File: src/rtl/mdb_pkg.sv
// ----------------------------------------------------------------------------
// mdb_pkg
//   Shared definitions for the multi-drop bus hub: broadcast policy encodings,
//   the drop-index type and a clog2 helper that never returns 0. The helper is
//   used to size address, pointer and count fields.
// ----------------------------------------------------------------------------
package mdb_pkg;

    // Broadcast policy selectors for the hub's BCAST_MODE parameter.
    localparam int BCAST_ATOMIC = 0;  // stall until every drop has space
    localparam int BCAST_BEST   = 1;  // write non-full drops, flag the others

    // Largest supported drop count. A 4-bit index covers it.
    localparam int MAX_DROPS = 16;
    typedef logic [3:0] drop_idx_t;

    // Ceiling log2 clamped to a minimum of 1 so that no field collapses to
    // zero width (for example a count field when DEPTH+1 is small).
    function automatic int clog2_safe(input int n);
        int r;
        r = 0;
        while ((1 << r) < n) begin
            r = r + 1;
        end
        if (r < 1) begin
            r = 1;
        end
        return r;
    endfunction

endpackage

File: src/rtl/mdb_drop_fifo.sv
// ----------------------------------------------------------------------------
// mdb_drop_fifo
//   Per-drop receive FIFO. DEPTH must be a power of two, so pointers wrap
//   naturally. Occupancy is tracked in an explicit counter (0..DEPTH), which
//   avoids ambiguity between the full and empty states.
//
// Ports
//   clk      in   rising-edge clock
//   rst      in   asynchronous active-low reset (clears pointers and count)
//   push_i   in   write wdata_i at the tail (ignored when full)
//   wdata_i  in   WIDTH-bit word to write
//   pop_i    in   remove the head word (ignored when empty)
//   rdata_o  out  head word, or 0 when empty
//   count_o  out  occupancy, CW = clog2(DEPTH+1) bits
//   full_o   out  count == DEPTH
//   empty_o  out  count == 0
// ----------------------------------------------------------------------------
module mdb_drop_fifo
    import mdb_pkg::*;
#(
    parameter  int WIDTH = 8,
    parameter  int DEPTH = 4,
    localparam int CW    = clog2_safe(DEPTH + 1)
) (
    input  logic             clk,
    input  logic             rst,
    input  logic             push_i,
    input  logic [WIDTH-1:0] wdata_i,
    input  logic             pop_i,
    output logic [WIDTH-1:0] rdata_o,
    output logic [CW-1:0]    count_o,
    output logic             full_o,
    output logic             empty_o
);

    localparam int PW = clog2_safe(DEPTH);

    logic [WIDTH-1:0] mem_q [DEPTH];
    logic [PW-1:0]    wptr_q, wptr_d;
    logic [PW-1:0]    rptr_q, rptr_d;
    logic [CW-1:0]    count_q, count_d;
    logic             full, empty;
    logic             push_ok, pop_ok;

    always_comb begin
        full    = (count_q == CW'(DEPTH));
        empty   = (count_q == '0);
        // A pop on an empty FIFO is dropped even if a push lands in the
        // same cycle: the new word cannot fall through.
        push_ok = push_i & ~full;
        pop_ok  = pop_i & ~empty;

        wptr_d  = wptr_q;
        rptr_d  = rptr_q;
        count_d = count_q;
        if (push_ok) begin
            wptr_d = wptr_q + 1'b1;
        end
        if (pop_ok) begin
            rptr_d = rptr_q + 1'b1;
        end
        case ({push_ok, pop_ok})
            2'b10:   count_d = count_q + 1'b1;
            2'b01:   count_d = count_q - 1'b1;
            default: count_d = count_q;
        endcase
    end

    always_ff @(posedge clk or negedge rst) begin
        if (!rst) begin
            wptr_q  <= '0;
            rptr_q  <= '0;
            count_q <= '0;
        end else begin
            wptr_q  <= wptr_d;
            rptr_q  <= rptr_d;
            count_q <= count_d;
        end
    end

    // Storage is not reset. Stale entries are unreachable while count is 0,
    // and the output is masked when empty.
    always_ff @(posedge clk) begin
        if (push_ok) begin
            mem_q[wptr_q] <= wdata_i;
        end
    end

    assign rdata_o = empty ? '0 : mem_q[rptr_q];
    assign count_o = count_q;
    assign full_o  = full;
    assign empty_o = empty;

endmodule

File: src/rtl/multi_drop_bus_hub.sv
// ----------------------------------------------------------------------------
// multi_drop_bus_hub
//   One shared write bus feeding NUM_DROPS receive FIFOs. The bus supports
//   addressed unicast writes and broadcast writes. Broadcast is either atomic
//   (stall until every drop has room) or best-effort (full drops skip the word
//   and raise a sticky overflow flag). A unicast to a non-existent drop is
//   accepted and discarded, and it raises a sticky address-error flag.
//
// Ports
//   clk         in   rising-edge clock
//   rst         in   asynchronous active-low reset
//   bus_data    in   WIDTH-bit write word
//   bus_addr    in   target drop index (AW = clog2(NUM_DROPS) bits)
//   bus_bcast   in   1 = write all drops, bus_addr ignored
//   bus_valid   in   master offers a word
//   bus_ready   out  hub accepts this cycle (registered state only)
//   drop_data   out  head word per drop, drop i at [i*WIDTH +: WIDTH]
//   drop_valid  out  per-drop FIFO not empty
//   drop_ready  in   per-drop consumer pops the head word
//   drop_count  out  per-drop occupancy, drop i at [i*CW +: CW]
//   drop_ovf    out  sticky: best-effort broadcast skipped this drop
//   addr_err    out  sticky: unicast accepted with bus_addr >= NUM_DROPS
//   err_clr     in   synchronous clear of drop_ovf/addr_err (wins over set)
// ----------------------------------------------------------------------------
module multi_drop_bus_hub
    import mdb_pkg::*;
#(
    parameter  int WIDTH      = 8,
    parameter  int NUM_DROPS  = 3,
    parameter  int DEPTH      = 4,
    parameter  int BCAST_MODE = BCAST_ATOMIC,
    localparam int AW         = clog2_safe(NUM_DROPS),
    localparam int CW         = clog2_safe(DEPTH + 1)
) (
    input  logic                      clk,
    input  logic                      rst,
    input  logic [WIDTH-1:0]          bus_data,
    input  logic [AW-1:0]             bus_addr,
    input  logic                      bus_bcast,
    input  logic                      bus_valid,
    output logic                      bus_ready,
    output logic [NUM_DROPS*WIDTH-1:0] drop_data,
    output logic [NUM_DROPS-1:0]      drop_valid,
    input  logic [NUM_DROPS-1:0]      drop_ready,
    output logic [NUM_DROPS*CW-1:0]   drop_count,
    output logic [NUM_DROPS-1:0]      drop_ovf,
    output logic                      addr_err,
    input  logic                      err_clr
);

    logic [NUM_DROPS-1:0] full;
    logic [NUM_DROPS-1:0] empty;
    logic [NUM_DROPS-1:0] push;
    logic [NUM_DROPS-1:0] ovf_set;
    logic [NUM_DROPS-1:0] drop_ovf_q, drop_ovf_d;
    logic                 addr_err_q, addr_err_d;
    logic                 live_q;
    logic                 addr_in_range;
    logic                 sel_full;
    logic                 accept;
    logic                 addr_err_set;

    always_comb begin
        addr_in_range = ({{(32-AW){1'b0}}, bus_addr} < 32'(NUM_DROPS));

        // Loop decode instead of full[bus_addr] keeps an out-of-range
        // address from indexing past the end of the vector.
        sel_full = 1'b0;
        for (int i = 0; i < NUM_DROPS; i++) begin
            if (bus_addr == AW'(i)) begin
                sel_full = full[i];
            end
        end

        // live_q holds bus_ready low while in reset. Only registered
        // state feeds this path, and drop_ready is not used, so a pop
        // never frees a slot for a write in the same cycle.
        if (!live_q) begin
            bus_ready = 1'b0;
        end else if (bus_bcast) begin
            bus_ready = (BCAST_MODE == BCAST_BEST) ? 1'b1 : ~|full;
        end else if (!addr_in_range) begin
            bus_ready = 1'b1;
        end else begin
            bus_ready = ~sel_full;
        end

        accept = bus_valid & bus_ready;

        for (int i = 0; i < NUM_DROPS; i++) begin
            push[i]    = accept & ~full[i] &
                         (bus_bcast | (addr_in_range & (bus_addr == AW'(i))));
            // Only reachable in best-effort mode. An atomic broadcast is
            // accepted only when no drop is full.
            ovf_set[i] = accept & bus_bcast & full[i];
        end
        addr_err_set = accept & ~bus_bcast & ~addr_in_range;

        drop_ovf_d = err_clr ? '0   : (drop_ovf_q | ovf_set);
        addr_err_d = err_clr ? 1'b0 : (addr_err_q | addr_err_set);
    end

    always_ff @(posedge clk or negedge rst) begin
        if (!rst) begin
            drop_ovf_q <= '0;
            addr_err_q <= 1'b0;
            live_q     <= 1'b0;
        end else begin
            drop_ovf_q <= drop_ovf_d;
            addr_err_q <= addr_err_d;
            live_q     <= 1'b1;
        end
    end

    for (genvar g = 0; g < NUM_DROPS; g++) begin : g_drop
        mdb_drop_fifo #(
            .WIDTH (WIDTH),
            .DEPTH (DEPTH)
        ) u_fifo (
            .clk     (clk),
            .rst     (rst),
            .push_i  (push[g]),
            .wdata_i (bus_data),
            .pop_i   (drop_ready[g]),
            .rdata_o (drop_data[g*WIDTH +: WIDTH]),
            .count_o (drop_count[g*CW +: CW]),
            .full_o  (full[g]),
            .empty_o (empty[g])
        );
        assign drop_valid[g] = ~empty[g];
    end

    assign drop_ovf = drop_ovf_q;
    assign addr_err = addr_err_q;

endmodule

File: config.mk
export PLATFORM = sky130hd
export DESIGN_NAME = multi_drop_bus_hub
export DESIGN_NICKNAME = d
export VERILOG_FILES = /design/src/rtl/mdb_pkg.sv /design/src/rtl/mdb_drop_fifo.sv /design/src/rtl/multi_drop_bus_hub.sv
export SDC_FILE = /design/constraint.sdc
export NUM_CORES = 1
export LEC_CHECK = 0
export ABC_CLOCK_PERIOD_IN_PS = 2700
export BUFFER_PORTS_ARGS = -buffer_cell sky130_fd_sc_hd__buf_4
export CAP_MARGIN = 20
export CORE_MARGIN = 3
export CORE_UTILIZATION = 45
export CTS_BUF_LIST = sky130_fd_sc_hd__clkbuf_4
export DETAILED_ROUTE_END_ITERATION = 12
export MAX_ROUTING_LAYER = met4
export PLACE_DENSITY_LB_ADDON = 0.05
export SYNTH_ARGS = -nofsm -noshare
export SYNTH_HDL_FRONTEND = slang
export SYNTH_HIERARCHICAL = 1
export SYNTH_SLANG_ARGS = --single-unit
File: constraint.sdc
create_clock -name clk -period 2.7 [get_ports clk]
set_input_delay 0.135 -clock clk [delete_from_list [all_inputs] [get_ports clk]]
set_output_delay 0.135 -clock clk [all_outputs]
set_load 0.01 [all_outputs]
==> out/qor.txt, run 1 <==
Starting DRT DRC Count: 137
DP Area: 5810 µm²
ratio of cells with drive above 1 in the final layout: 34.1%
busiest grt layer: met2
worst r2r src: g_drop[2].u_fifo/count_o[0]
Core Region: 11,100 µm²
critical path fanouts, max: 5
routed vias: 2,630
Final period util: 87.4%
vias in the first global route: 2,746
# fillers: 913
sequential fraction of the synthesis area: 67.4%
CP arrival: 2.76 ns
vias per cell: 4.88
count leader, synth: edfxtp_1
R2R cell count: 12
Leakage Power: 2.39 nW
clock-pin slew on the worst setup and hold paths: 0.10 ns
global-route wire length before repair: 14,100 µm
power consumption: 6.00 mW
Post-Layout Cell Count: 539
status: complete, no violations
Reg2Reg Setup Slack: 0.34 ns
clk sinks: 122
post-CTS setup buffer count: 0
power per cell area: 965 nW/µm²
crit path launch type: flop
Async SR Flop Fraction: 21.3%
final hold violation count: 0
DIE AREA: 13,000 µm²
initial antenna violation count: 0
HPWL after detailed placement: 5960 µm
Num CTS Buffers: 17
post-route ant nets: 0
synthesized cell area: 5240 µm²
DRC viols: 0
flop and latch count out of synthesis: 122
setup_tns: 0 ns
met3 Use GR: 4.46%
IO buf count: 58
Finished Cell Area: 6220 µm²
r2r endpoint: g_drop[1].u_fifo/count_o[2]
FP Rows: 38
io pins: 59
type of the worst setup path: reg -> reg
Yosys Warn Count: 6
maxcap violations: 0
Mean Syn Cell Area: 17.6 µm²
leading area contributor after synthesis: edfxtp_1
pre-CTS setup slack: 0.351 ns
Nets: 422
Worst Clk Skew: 0.0142 ns
Finish-stage setup viols: 0
drt pass-1 iters: 4
max_slew headroom: 55.7%
required time worst endpoint: 3.10 ns
crit path time final: 2.36 ns
Final Util: 55.9%
CTS tree: done
Hold Slack: 0.0862 ns
DIE HEIGHT: 114 µm
Syn Inst Count: 298
Die X: 114 µm
Worst-Margin Slew: 0.664 ns
global route overflow: 0
placed insts: 493
Area Growth Syn to Fin: 18.7%
post-synth top area share: 55.0%
Worst setup endpoint: g_drop[1].u_fifo/count_o[2]
EDFF count, synth: 96
GRT Resource Usage Total: 15.1%
fmax: 424 MHz
Synth area leaders: edfxtp_1 55%, dfrtp_1 12%, mux4_2 10%
initial core utilization: 47.1%
WL/cell: 16.2 µm
met2 Track Usage GR: 23.5%
Root Buffer: clkbuf_4
syn nets: 334
H-tree Lvls: 4
CP Capture Type: flop
max-slew violations: 0
DRT Wirelength: 8750 µm
RSZ-0062 raised after global routing: no
clock tree buffer depth: 2
final worst setup slack: 0.340 ns
grt met1 use: 19.4%
GP Congestion: 0.768
HP Class: in -> async
Post-synth top cells: 96 x edfxtp_1, 36 x and2_1, 26 x dfrtp_1, 26 x inv_1, 24 x mux4_2
diode count: 0
largest net degree at the start of global routing: 27
main flop type after synthesis: edfxtp_1
synth unique cells: 32
crit path from: g_drop[2].u_fifo/count_o[0]
peak supply drop: 0.525 mV
worst skew pair latency: 0.48 ns
-- what timing repair did --
item | 4_1_cts | 5_1_grt
hold buffers | 14 | 0
setup endpoints to repair | 0 | 0
hold endpoints to repair | 132 | 0
gates resized for setup | 0 | 0
-- routing by layer --
layer  routed length [µm]  part of all wire, %
met1                 3920                   45
met2                 4250                   49
met3                  487                  5.6
met4                   95                  1.1
met5                    0                    0
-- worst min path at each step --
stage / start / end / slack [ns] / cells past startpoint
2_1_floorplan: rst / addr_err / -0.16 / 0
3_3_place_gp: rst / g_drop[2].u_fifo/count_o[0] / 0.07 / 1
3_5_place_dp: rst / drop_ovf[1] / 0.07 / 1
4_1_cts: rst / drop_ovf[1] / 0.05 / 2
5_1_grt: rst / drop_ovf[1] / 0.06 / 2
6_report: rst / drop_ovf[1] / 0.09 / 2
-- final cells by class --
| cell class | instances | area [µm²] | area share, % |
|---|---|---|---|
| clock buffer | 22 | 165 | 2.65 |
| clock inverter | 10 | 103 | 1.65 |
| inverter | 26 | 97.6 | 1.57 |
| multi-input combinational | 141 | 1530 | 24.5 |
| sequential | 122 | 3530 | 56.8 |
| tap | 140 | 175 | 2.82 |
| timing repair buffer | 78 | 621 | 9.98 |
-- sequential cells by signal, indices dropped and copies added (netlist names) --
register / flops
g_drop.u_fifo/mem_q: 96
live_q: 1
g_drop.u_fifo/count_o: 9
drop_ovf: 3
g_drop.u_fifo/rptr_q: 6
addr_err: 1
g_drop.u_fifo/wptr_q: 6
-- critical path, stage by stage, from the launching register on --
cell and delay, ns:
dfrtp_1 0.45, nor3b_2 0.28, o31ai_1 0.10, nand3_1 0.13, nor3_1 0.06, nor2b_2 0.15, inv_1 0.06, ha_1 0.18
inv_1 0.06, fa_1 0.37, xor2_1 0.15, nor2_1 0.11, xor2_1 0.16
-- where the power goes --
part           leakage (nW)  internal (mW)  switching [mW]
sequential             1.18           2.30           0.387
combinational          1.07           1.25           0.874
clock                 0.149          0.589           0.603
-- cell families after synthesis --
group | Yosys count | synth area share (%)
flops | 122 | 67.4
simple gates | 67 | 8.84
buf+inv | 35 | 3.44
mux | 31 | 11.7
fa+ha+maj | 18 | 4.73
xor+xnor | 18 | 3.01
compound gates | 6 | 0.764
other cells | 1 | 0.0716
-- cells in the final DEF, fill, tap and decap left out, drive strengths merged --
cell         Yosys  final
edfxtp          96     96
buf              6     64
and2            39     39
inv             26     26
dfrtp           26     26
mux4            24     24
clkbuf           3     22
ha              15     15
dlygate4sd3      0     14
xnor2            9      9
xor2             9      9
nor2             6      6
clkinv           0      6
nor2b            6      6
mux2i            4      4
nor3b            4      4
nand3            4      4
or3              3      3
mux2             3      3
fa               3      3
nor3             2      2
a21oi            2      2
clkinvlp         0      2
bufinv           0      2
nand2            1      1
nand3b           1      1
o2111ai          1      1
o41ai            1      1
o31ai            1      1
o21ai            1      1
and4             1      1
conb             1      1
No activity file was read; power rests on OpenSTA's default activity.
==> inputs of run 2 (changes only) <==
Settings changed: ABC_AREA set to 1.
==> run 2 against run 1 <==
Against the previous run:
- routed wire length grew 44%
- first-iteration DRC count up 85%
- synthesized area grew 11%
- sequential power is 3% lower
- combinational power up 32%
- worst hold slack got worse by 0.013 ns
- power rose by 11%
- critical path type unchanged
- highest routed layer unchanged
==> out/qor.txt, run 2 <==
Mean Syn Cell Area: 9.87 µm² (-44%)
initial core utilization: 47.2% (+0.12 points)
HPWL after detailed placement: 8470 µm (+42%)
Post-Layout Cell Count: 867 (+61%)
Clk pwr share: 19.3% (-0.6 points)
worst r2r src: g_drop[0].u_fifo/count_o[1]
Core Region: 12,300 µm² (+11%)
final hold violation count: 0 (unchanged)
crit path from: g_drop[0].u_fifo/count_o[1]
worst skew pair latency: 0.51 ns (+0.03 ns)
flop and latch count out of synthesis: 122 (unchanged)
type of the worst setup path: reg -> reg
critical path fanouts, max: 4 (-1)
DIE HEIGHT: 120 µm (+5.0%)
initial antenna violation count: 0 (unchanged)
syn nets: 625 (+87%)
required time worst endpoint: 3.12 ns (+0.02 ns)
Final period util: 92.2% (+4.8 points)
Area Growth Syn to Fin: 18.5%
setup_tns: 0 ns (unchanged)
routed vias: 4,032 (+53%)
WL/cell: 14.6 µm (-10%)
count leader, synth: inv_1
drt pass-1 iters: 4 (unchanged)
IO buf count: 58 (unchanged)
Reg2Reg Setup Slack: 0.21 ns (-0.13 ns)
Worst Clk Skew: 0.0131 ns (-0.00107 ns)
max_slew headroom: 47.6% (-8.1 points)
Root Buffer: clkbuf_4
max-slew violations: 0 (unchanged)
io pins: 59 (unchanged)
GP Congestion: 0.797 (+3.8%)
Starting DRT DRC Count: 253 (+85%)
post-synth top area share: 49.6% (-5.4 points)
Post-synth top cells: 147 x inv_1, 137 x nand2_1, 96 x edfxtp_1
global route overflow: 0 (unchanged)
Flop pwr share: 39.1% (-5.7 points)
peak supply drop: 0.646 mV (+23%)
Biggest register: g_drop.u_fifo/mem_q
main flop type after synthesis: edfxtp_1
EDFF count, synth: 96 (unchanged)
CP Capture Type: flop
RSZ-0062 raised after global routing: no
Synth area leaders: edfxtp_1 50%, dfrtp_1 11%, inv_1 9.5%
switch share: 38.6% (+7.6 points)
Int Pwr: 4.11 mW (-0.74%)
Leakage Power: 3.28 nW (+37%)
crit path time final: 2.49 ns (+0.130 ns)
Worst-Margin Slew: 0.786 ns (+0.122 ns)
sequential fraction of the synthesis area: 60.8% (-6.6 points)
ratio of cells with drive above 1 in the final layout: 18.6% (-15 points)
Syn Inst Count: 589 (+98%)
commonest non-fill, non-tap cell in the layout: inv_1
leading area contributor after synthesis: edfxtp_1
post-CTS resize count: 0 (unchanged)
# fillers: 1,119 (+23%)
Num CTS Buffers: 17 (unchanged)
global-route wire length before repair: 20,400 µm (+45%)
vias in the first global route: 4,025 (+47%)
clock-pin slew on the worst setup and hold paths: 0.10 ns (about the same)
DIE AREA: 14,300 µm² (+10%)
most frequent cells in the layout: 147 x inv_1, 137 x nand2_1, 96 x edfxtp_1, 76 x buf_4, 64 x nand3_1
synthesized cell area: 5810 µm² (+11%)
Nets: 723 (+71%)
FP Rows: 40 (+5.3%)
clk sinks: 122 (unchanged)
DRC viols: 0 (unchanged)
HP Class: in -> async
maxcap violations: 0 (unchanged)
H-tree Lvls: 4 (unchanged)
DRT Wirelength: 12,600 µm (+44%)
Yosys Warn Count: 6 (unchanged)
status: complete, no violations
Comb power frac: 41.6% (+6.3 points)
placed insts: 820 (+66%)
crit path launch type: flop
power per cell area: 972 nW/µm² (+0.70%)
max FFs per register: 96 (unchanged)
Die X: 120 µm (+5.0%)
vias per cell: 4.65 (-4.7%)
clock tree buffer depth: 2 (unchanged)
net switching power: 2.59 mW (+39%)
fmax: 402 MHz (-5.2%)
largest net degree at the start of global routing: 27 (unchanged)
Async SR Flop Fraction: 21.3% (unchanged)
GRT Resource Usage Total: 19.3% (+4.2 points)
synth unique cells: 26 (-19%)
Finish-stage setup viols: 0 (unchanged)
CP arrival: 2.91 ns (+0.15 ns)
CTS tree: done
post-route ant nets: 0 (unchanged)
diode count: 0 (unchanged)
## run 2: what timing repair did
action / CTS / global route
hold buffers: 15 / 0
endpoints found under the setup margin: 0 / 1
setup buffers: 0 / 1
hold endpoints to repair: 135 / 0
## run 2: layout make-up
class	count	area, µm²	area share, %
clock buffers	20	150	2.18
well taps	168	210	3.05
flip-flops and latches	122	3530	51.3
repair buffers	91	721	10.5
clock inverters	11	129	1.87
multi-input cells	296	1530	22.3
inverters	159	612	8.88
## run 2: worst max-delay path, stage by stage (launching register included)
cell     delay, ns
dfrtp_1       0.39
inv_2         0.07
nand3_1       0.15
inv_1         0.10
nor2_1        0.11
nand2_1       0.05
a21oi_1       0.18
and2_4        0.19
nand2_4       0.07
nor2_2        0.12
nand2_1       0.09
ha_1          0.22
inv_1         0.09
fa_1          0.41
o21ai_0       0.17
## run 2: metal layers
layer	track usage [%]	share of wire [%]	vias up
li1	-	-	2036
met1	24.8	47	1900
met2	29.5	47	79
met3	4.57	3.7	17
met4	8.16	2.3	0
met5	-	0	-
## run 2: metrics by stage
stage | power, mW | setup WS, ns | utilization [%] | hold slack (ns) | instance area (µm²)
2_1_floorplan | 4.41 | 0.335 | - | -0.161 | 5810
3_3_place_gp | 5.36 | 0.305 | 52.4 | 0.0725 | 6450
6_report | 6.69 | 0.211 | 55.9 | 0.0735 | 6890
4_1_cts | 6.77 | 0.178 | 55.9 | 0.0149 | 6880
3_5_place_dp | 5.44 | 0.207 | 52.4 | 0.0782 | 6450
5_1_grt | 7.21 | 0.00238 | 55.9 | 0.0366 | 6890
## run 2: cell families (layout without fill, tap and decap cells)
family,count (synthesis),after routing,share of synthesized area [%]
compound gates,35,35,3.21
xor+xnor,6,6,0.904
flops,122,122,60.8
simple gates,236,236,17.9
fa+ha+maj,18,18,4.26
other cells,1,1,0.0645
buf+inv,171,281,12.8
## run 2: power groups by stage
stage / registers (mW) / logic, mW / clock network [mW]
floorplan: 2.49 / 1.92 / 0
global placement: 2.65 / 2.71 / 0
detailed placement: 2.66 / 2.78 / 0
CTS: 2.62 / 2.81 / 1.34
global route: 2.66 / 3.13 / 1.42
finish: 2.62 / 2.79 / 1.29
## run 2: worst paths after layout
check,end,cells past startpoint
worst max-delay path,g_drop[1].u_fifo/count_o[1],14
worst min-delay path,g_drop[0].u_fifo/rptr_q[0],2
worst max register to register,g_drop[1].u_fifo/count_o[1],14
worst min register to register,drop_ovf[1],2
max in group asynchronous,g_drop[2].u_fifo/rptr_q[1],2
min in group clk,g_drop[2].u_fifo/wptr_q[0],5
